## src/rtl/fir_seq_pkg.sv

```systemverilog
// rtl/fir_seq_pkg.sv - slice opmode constants and sequencer state encoding
package fir_seq_pkg;
   localparam logic [7:0] OP_CLR   = 8'h00;
   localparam logic [7:0] OP_FIRST = 8'h01;
   localparam logic [7:0] OP_ACC   = 8'h09;

   typedef enum logic [1:0] {
      IDLE  = 2'd0,
      RUN   = 2'd1,
      DRAIN = 2'd2,
      OUT   = 2'd3
   } state_t;
endpackage

```

## src/rtl/fir_coef_bank.sv

```systemverilog
// rtl/fir_coef_bank.sv - NTAPS x 18 coefficient register file, write-protected while busy
module fir_coef_bank #(
   parameter int NTAPS = 4,
   parameter int KW    = 2
) (
   input  logic          CLK,
   input  logic          RST,
   input  logic          we,
   input  logic          busy,
   input  logic [3:0]    addr,
   input  logic [17:0]   wdata,
   input  logic [KW-1:0] raddr,
   output logic [17:0]   rdata
);
   logic [17:0] mem [NTAPS];

   always_ff @(posedge CLK) begin
      if (RST) begin
         for (int i = 0; i < NTAPS; i++) mem[i] <= '0;
      end else if (we && !busy && ({28'd0, addr} < 32'(NTAPS))) begin
         mem[addr[KW-1:0]] <= wdata;
      end
   end

   assign rdata = mem[raddr];
endmodule

```

## src/rtl/dsp_fir_sequencer.sv

```systemverilog
// rtl/dsp_fir_sequencer.sv - streams FIR taps into a pipelined MAC slice and returns the sum
module dsp_fir_sequencer import fir_seq_pkg::*; #(
   parameter int NTAPS       = 4,
   parameter int DSP_LATENCY = 3,
   parameter int OPMODE_LAG  = 1
) (
   input  logic        CLK,
   input  logic        RST,
   input  logic        s_valid,
   output logic        s_ready,
   input  logic [17:0] s_data,
   input  logic        coef_we,
   input  logic [3:0]  coef_addr,
   input  logic [17:0] coef_data,
   output logic        coef_busy,
   output logic [17:0] dsp_a,
   output logic [17:0] dsp_b,
   output logic [7:0]  dsp_opmode,
   input  logic [47:0] dsp_p,
   output logic        y_valid,
   input  logic        y_ready,
   output logic [47:0] y_data
);
   localparam int KW = (NTAPS > 1) ? $clog2(NTAPS) : 1;
   localparam int CW = $clog2(DSP_LATENCY + 1);

   state_t        state;
   logic [KW-1:0] k;
   logic [CW-1:0] cnt;
   logic [17:0]   x [NTAPS];
   logic [17:0]   h_k;
   logic [7:0]    op_next;
   logic [7:0]    op_pipe [OPMODE_LAG];

   fir_coef_bank #(.NTAPS(NTAPS), .KW(KW)) u_coef (
      .CLK   (CLK),
      .RST   (RST),
      .we    (coef_we),
      .busy  (coef_busy),
      .addr  (coef_addr),
      .wdata (coef_data),
      .raddr (k),
      .rdata (h_k)
   );

   assign s_ready    = (state == IDLE);
   assign coef_busy  = (state == RUN) || (state == DRAIN);
   assign dsp_a      = (state == RUN) ? x[k] : '0;
   assign dsp_b      = (state == RUN) ? h_k  : '0;
   assign dsp_opmode = op_pipe[OPMODE_LAG-1];

   // Opmode as it would be if OPMODEREG had no lag; the pipe realigns it with M.
   always_comb begin
      op_next = OP_CLR;
      case (state)
         RUN:     op_next = (k == '0) ? OP_FIRST : OP_ACC;
         DRAIN:   op_next = OP_ACC;
         default: op_next = OP_CLR;
      endcase
   end

   always_ff @(posedge CLK) begin
      if (RST) begin
         for (int i = 0; i < OPMODE_LAG; i++) op_pipe[i] <= OP_CLR;
      end else begin
         op_pipe[0] <= op_next;
         for (int i = 1; i < OPMODE_LAG; i++) op_pipe[i] <= op_pipe[i-1];
      end
   end

   always_ff @(posedge CLK) begin
      if (RST) begin
         state   <= IDLE;
         k       <= '0;
         cnt     <= '0;
         y_valid <= 1'b0;
         y_data  <= '0;
         for (int i = 0; i < NTAPS; i++) x[i] <= '0;
      end else begin
         case (state)
            IDLE: begin
               if (s_valid) begin
                  x[0] <= s_data;
                  for (int i = 1; i < NTAPS; i++) x[i] <= x[i-1];
                  k     <= '0;
                  state <= RUN;
               end
            end
            RUN: begin
               if (k == KW'(NTAPS - 1)) begin
                  cnt   <= CW'(DSP_LATENCY);
                  state <= DRAIN;
               end else begin
                  k <= k + 1'b1;
               end
            end
            DRAIN: begin
               cnt <= cnt - 1'b1;
               // Last tap's product has just landed on P.
               if (cnt == CW'(1)) begin
                  y_data  <= dsp_p;
                  y_valid <= 1'b1;
                  state   <= OUT;
               end
            end
            OUT: begin
               if (y_ready) begin
                  y_valid <= 1'b0;
                  state   <= IDLE;
               end
            end
            default: state <= IDLE;
         endcase
      end
   end
endmodule
```

## config.mk

```make
export PLATFORM = sky130hd
export DESIGN_NAME = dsp_fir_sequencer
export DESIGN_NICKNAME = d
export VERILOG_FILES = /design/src/rtl/fir_seq_pkg.sv /design/src/rtl/fir_coef_bank.sv /design/src/rtl/dsp_fir_sequencer.sv
export SDC_FILE = /design/constraint.sdc
export NUM_CORES = 1
export LEC_CHECK = 0
export BUFFER_PORTS_ARGS = -buffer_cell sky130_fd_sc_hd__buf_2
export CAP_MARGIN = 20
export CORE_MARGIN = 2
export CORE_UTILIZATION = 59
export DETAILED_ROUTE_END_ITERATION = 12
export PLACE_DENSITY = 0.85
export SLEW_MARGIN = 20
export SYNTH_ARGS = -nofsm -noshare
export SYNTH_HDL_FRONTEND = slang
export SYNTH_HIERARCHICAL = 1
export SYNTH_SLANG_ARGS = --single-unit
```

## constraint.sdc

```tcl
create_clock -name CLK -period 4.5 [get_ports CLK]
set_input_delay 0.45 -clock CLK [delete_from_list [all_inputs] [get_ports CLK]]
set_output_delay 0.45 -clock CLK [all_outputs]
set_load 0.01 [all_outputs]
```

==> flow_summary_export.csv <==
group,metric,value,unit
status,status,"completed",
detailed_routing,viasPerCell,5.46,
clock_tree,cts_tree,"done",
critical_path,setup.worst_path.class,"reg2reg",
floorplan,fp.dieH,128,um
clock_tree,numCtsBuffers,22,
clock_tree,cts_resized,0,
sta,drv_slew,0,
floorplan,die_w,128,um
cells_and_area,num-fill-cells,1030,
clock_tree,cts_root_buf,"clkbuf_16",
floorplan,top_level_ports,188,
pwr,p_clk_share,35.0,%
logic_synthesis,syn_area_per_cell,12.7,um2
clock_tree,clk_pin_slew,0.06,ns
logic_synthesis,synth_top_area_share,48.0,%
place,placed_cell_area,0.00991,mm2
logic_synthesis,ys_warn_count,6,
clock_tree,holdBufCountCts,0,
floorplan,die-area,0.0163,mm2
logic_synthesis,synthCells,707,
global_routing,grtUsageTotal,21.7,%
floorplan,initial_core_util,59.9,%
logic_synthesis,synth_edf_count,144,
sta,relSlewSlack,28.7,%
pwr,power_density,473,mW/mm2
global_routing,grt_max_degree,77,
place,gp_congestion,0.811,
cells_and_area,multiInputGateArea,0.00311,mm2
sta,hold_viol,0,
clock_tree,post_cts_buffers,0,
detailed_routing,drt_iter0_markers,460,
hold_path,hold_class,"in2reg",
global_routing,antenna_found_initial,1,
sta,hold_ws,0.195,ns
critical_path,critPathLaunchType,"flop",
logic_synthesis,synth_top_area_cell,"edfxtp_1",
logic_synthesis,synth_flop_cell,"edfxtp_1",
sta,fin_crit_sh,72.3,%
cells_and_area,fin_area,0.0107,mm2
sta,fmax,307,MHz
pwr,leakagePower,4.27,nW
floorplan,core,0.0150,mm2
logic_synthesis,async_reset_ff_share,0,%
critical_path,reg2reg_slack,1.25,ns
clock_tree,clock-sinks,203,
cells_and_area,layout-drive-gt1-share,33.3,%
sta,tightestPinTransition,1.07,ns
sta,rsz0062_at_grt,"false",
pwr,power_switching,1.33,mW
clock_tree,clock_path_buffers,3,
critical_path,crit_path_end_kind,"flop",
sta,finalSetupViolCount,0,
detailed_routing,dr.pass1.iters,5,
critical_path,worstPathMaxFanout,76,
pwr,combPwrFrac,17.9,%
pwr,seqPwrFrac,47.1,%
critical_path,crit_chain,"inv_1 -> ha_1 -> or4b_4 -> o21bai_2",
pwr,p_int,3.72,mW
detailed_routing,avgRoutedWirePerCell,16.8,um
logic_synthesis,ys_types,36,
critical_path,crit_arrival,3.36,ns
sta,fin_skew,0.00636,ns
sta,setup_tns,0,ns
cells_and_area,area_growth,18.4,%
detailed_routing,wirelength,18000,um
critical_path,crit_path_top_delay_cell,"o21bai_2",
hold_path,worstHoldPathCells,3,
global_routing,grt_pass1_wl,28200,um
hold_path,worstHoldStart,"dsp_p[9]",
flow_run,maxCapViolations,0,
pwr,p_total,5.04,mW
logic_synthesis,seq_area_frac_synth,61.1,%
critical_path,required,4.61,ns
pwr,swShare,26.3,%
clock_tree,clk_latency,0.49,ns
detailed_routing,ant_nets,0,
logic_synthesis,synth_area,0.00901,mm2
global_routing,grt-ovfl-total,0,
place,hpwl,11600,um
clock_tree,cts.htree.levels,1,
critical_path,slowest_delay,0.99,ns
logic_synthesis,synth-seq-cells,203,
place,port_buffers,181,
cells_and_area,regArea,0.00551,mm2
global_routing,first_global_vias,5625,
cells_and_area,layout.nets,968,
critical_path,reg2reg_from,"state[0]$_SDFFE_PP0P_",
floorplan,row_count,45,
detailed_routing,drcViolationCount,0,
pwr,peakVddDrop,0.287,mV
detailed_routing,vias,5842,
critical_path,r2r-end,"u_coef/mem[1][10]$_SDFFCE_PN0P_",
critical_path,reg2reg_depth,4,
hold_path,hold_end,"y_data[9]$_SDFFE_PP0P_",
sta,fin_crit,3.25,ns
logic_synthesis,synthTopCellsByArea,"edfxtp_1 (48%), dfxtp_1 (13%), and2_1 (7.6%), mux4_2 (7.0%), nand2_1 (4.3%)",
-- registers in the layout, summed over array words and instances, names as in the netlist, named ones only --
name        cells
k               2
u_coef/mem     72
cnt             2
x              72
y_valid         1
y_data         48
state           2
op_pipe         2
-- layout by cell type (no fill, tap or decap), types with 6 or more instances in the layout --
cell and count:
mux4_1 8, nor3_2 30, conb_1 6, edfxtp_1 144, buf_2 181, and2_1 109
ha_1 10, clkbuf_16 23, nand2_1 103, dfxtp_1 59, buf_4 6, mux4_2 28
inv_1 27, nor3_1 42, a21oi_1 51
-- worst max-delay path, delay by kind of cell (launching register included) --
kind | cells | cell delay [ns]
adders and majority gates | 1 | 0.36
DFF | 1 | 0.42
buffers and inverters | 1 | 0.13
and+or+nand+nor | 1 | 0.94
AOI/OAI and AO/OA | 1 | 0.99
-- cell families after synthesis --
| group | synth area share [%] |
|---|---|
| buffers and inverters | 4.93 |
| other | 0.0416 |
| AOI/OAI and AO/OA | 4.15 |
| muxes | 9.67 |
| adders and majority gates | 1.39 |
| DFF | 61.1 |
| and+or+nand+nor | 18.7 |
-- power by group through the flow --
stage                     logic, mW  registers, mW  clock network [mW]
after floorplan               0.662           2.37                   0
after global placement        0.874           2.41                   0
after detailed placement      0.893           2.42                   0
after CTS                     0.899           2.38                1.80
after global routing          0.987           2.41                1.87
final                         0.902           2.38                1.76
-- Yosys cell counts, drive strengths merged, types with 3 or more instances --
| master | n |
|---|---|
| inv | 27 |
| mux4 | 36 |
| nand2b | 4 |
| edfxtp | 144 |
| a21oi | 51 |
| ha | 10 |
| and2 | 110 |
| dfxtp | 59 |
| nor3 | 72 |
| nand2 | 104 |
| o21bai | 5 |
| buf | 36 |
| mux2i | 3 |
| o41ai | 4 |
| clkbuf | 23 |
-- metrics by stage --
stage	utilization [%]	instances	worst slack, ns
after floorplan	-	712	1.44
after global placement	65.9	1028	1.40
after detailed placement	65.9	1028	1.29
after CTS	70.7	1068	1.27
after global routing	70.9	1070	1.11
final	70.9	1070	1.25
-- cell type report --
| class | instances | share of cell area [%] |
|---|---|---|
| clock buffer | 30 | 5.95 |
| clock inverter | 10 | 0.856 |
| multi-input combinational | 422 | 29.2 |
| timing repair buffer | 188 | 9.17 |
| inverter | 28 | 0.985 |
| antenna | 1 | 0.0235 |
| sequential | 203 | 51.6 |
| tap | 188 | 2.21 |
-- worst max-delay path by stage --
stage | from | to | slack, ns | cells past startpoint
global placement | state[0]$_SDFFE_PP0P_ | u_coef/mem[1][11]$_SDFFCE_PN0P_ | 1.40 | 4
finish | state[0]$_SDFFE_PP0P_ | u_coef/mem[1][10]$_SDFFCE_PN0P_ | 1.25 | 4
global route | state[0]$_SDFFE_PP0P_ | u_coef/mem[1][10]$_SDFFCE_PN0P_ | 1.11 | 4
detailed placement | state[0]$_SDFFE_PP0P_ | u_coef/mem[1][8]$_SDFFCE_PN0P_ | 1.29 | 4
floorplan | state[0]$_SDFFE_PP0P_ | u_coef/mem[3][0]$_DFFE_PP_ | 1.44 | 7
CTS | state[0]$_SDFFE_PP0P_ | u_coef/mem[2][0]$_SDFFCE_PN0P_ | 1.27 | 4
-- layer usage --
layer  share of wire (%)  up-vias  routed length (um)  GRT usage [%]
li1                    -     2801                   -              -
met1                  42     2781                7540           29.6
met2                  49      226                8850           35.5
met3                 7.0       34                1260           4.27
met4                 2.0        0                 365           7.18
met5                   0        -                   0              0
No activity file was read; power rests on OpenSTA's default activity.
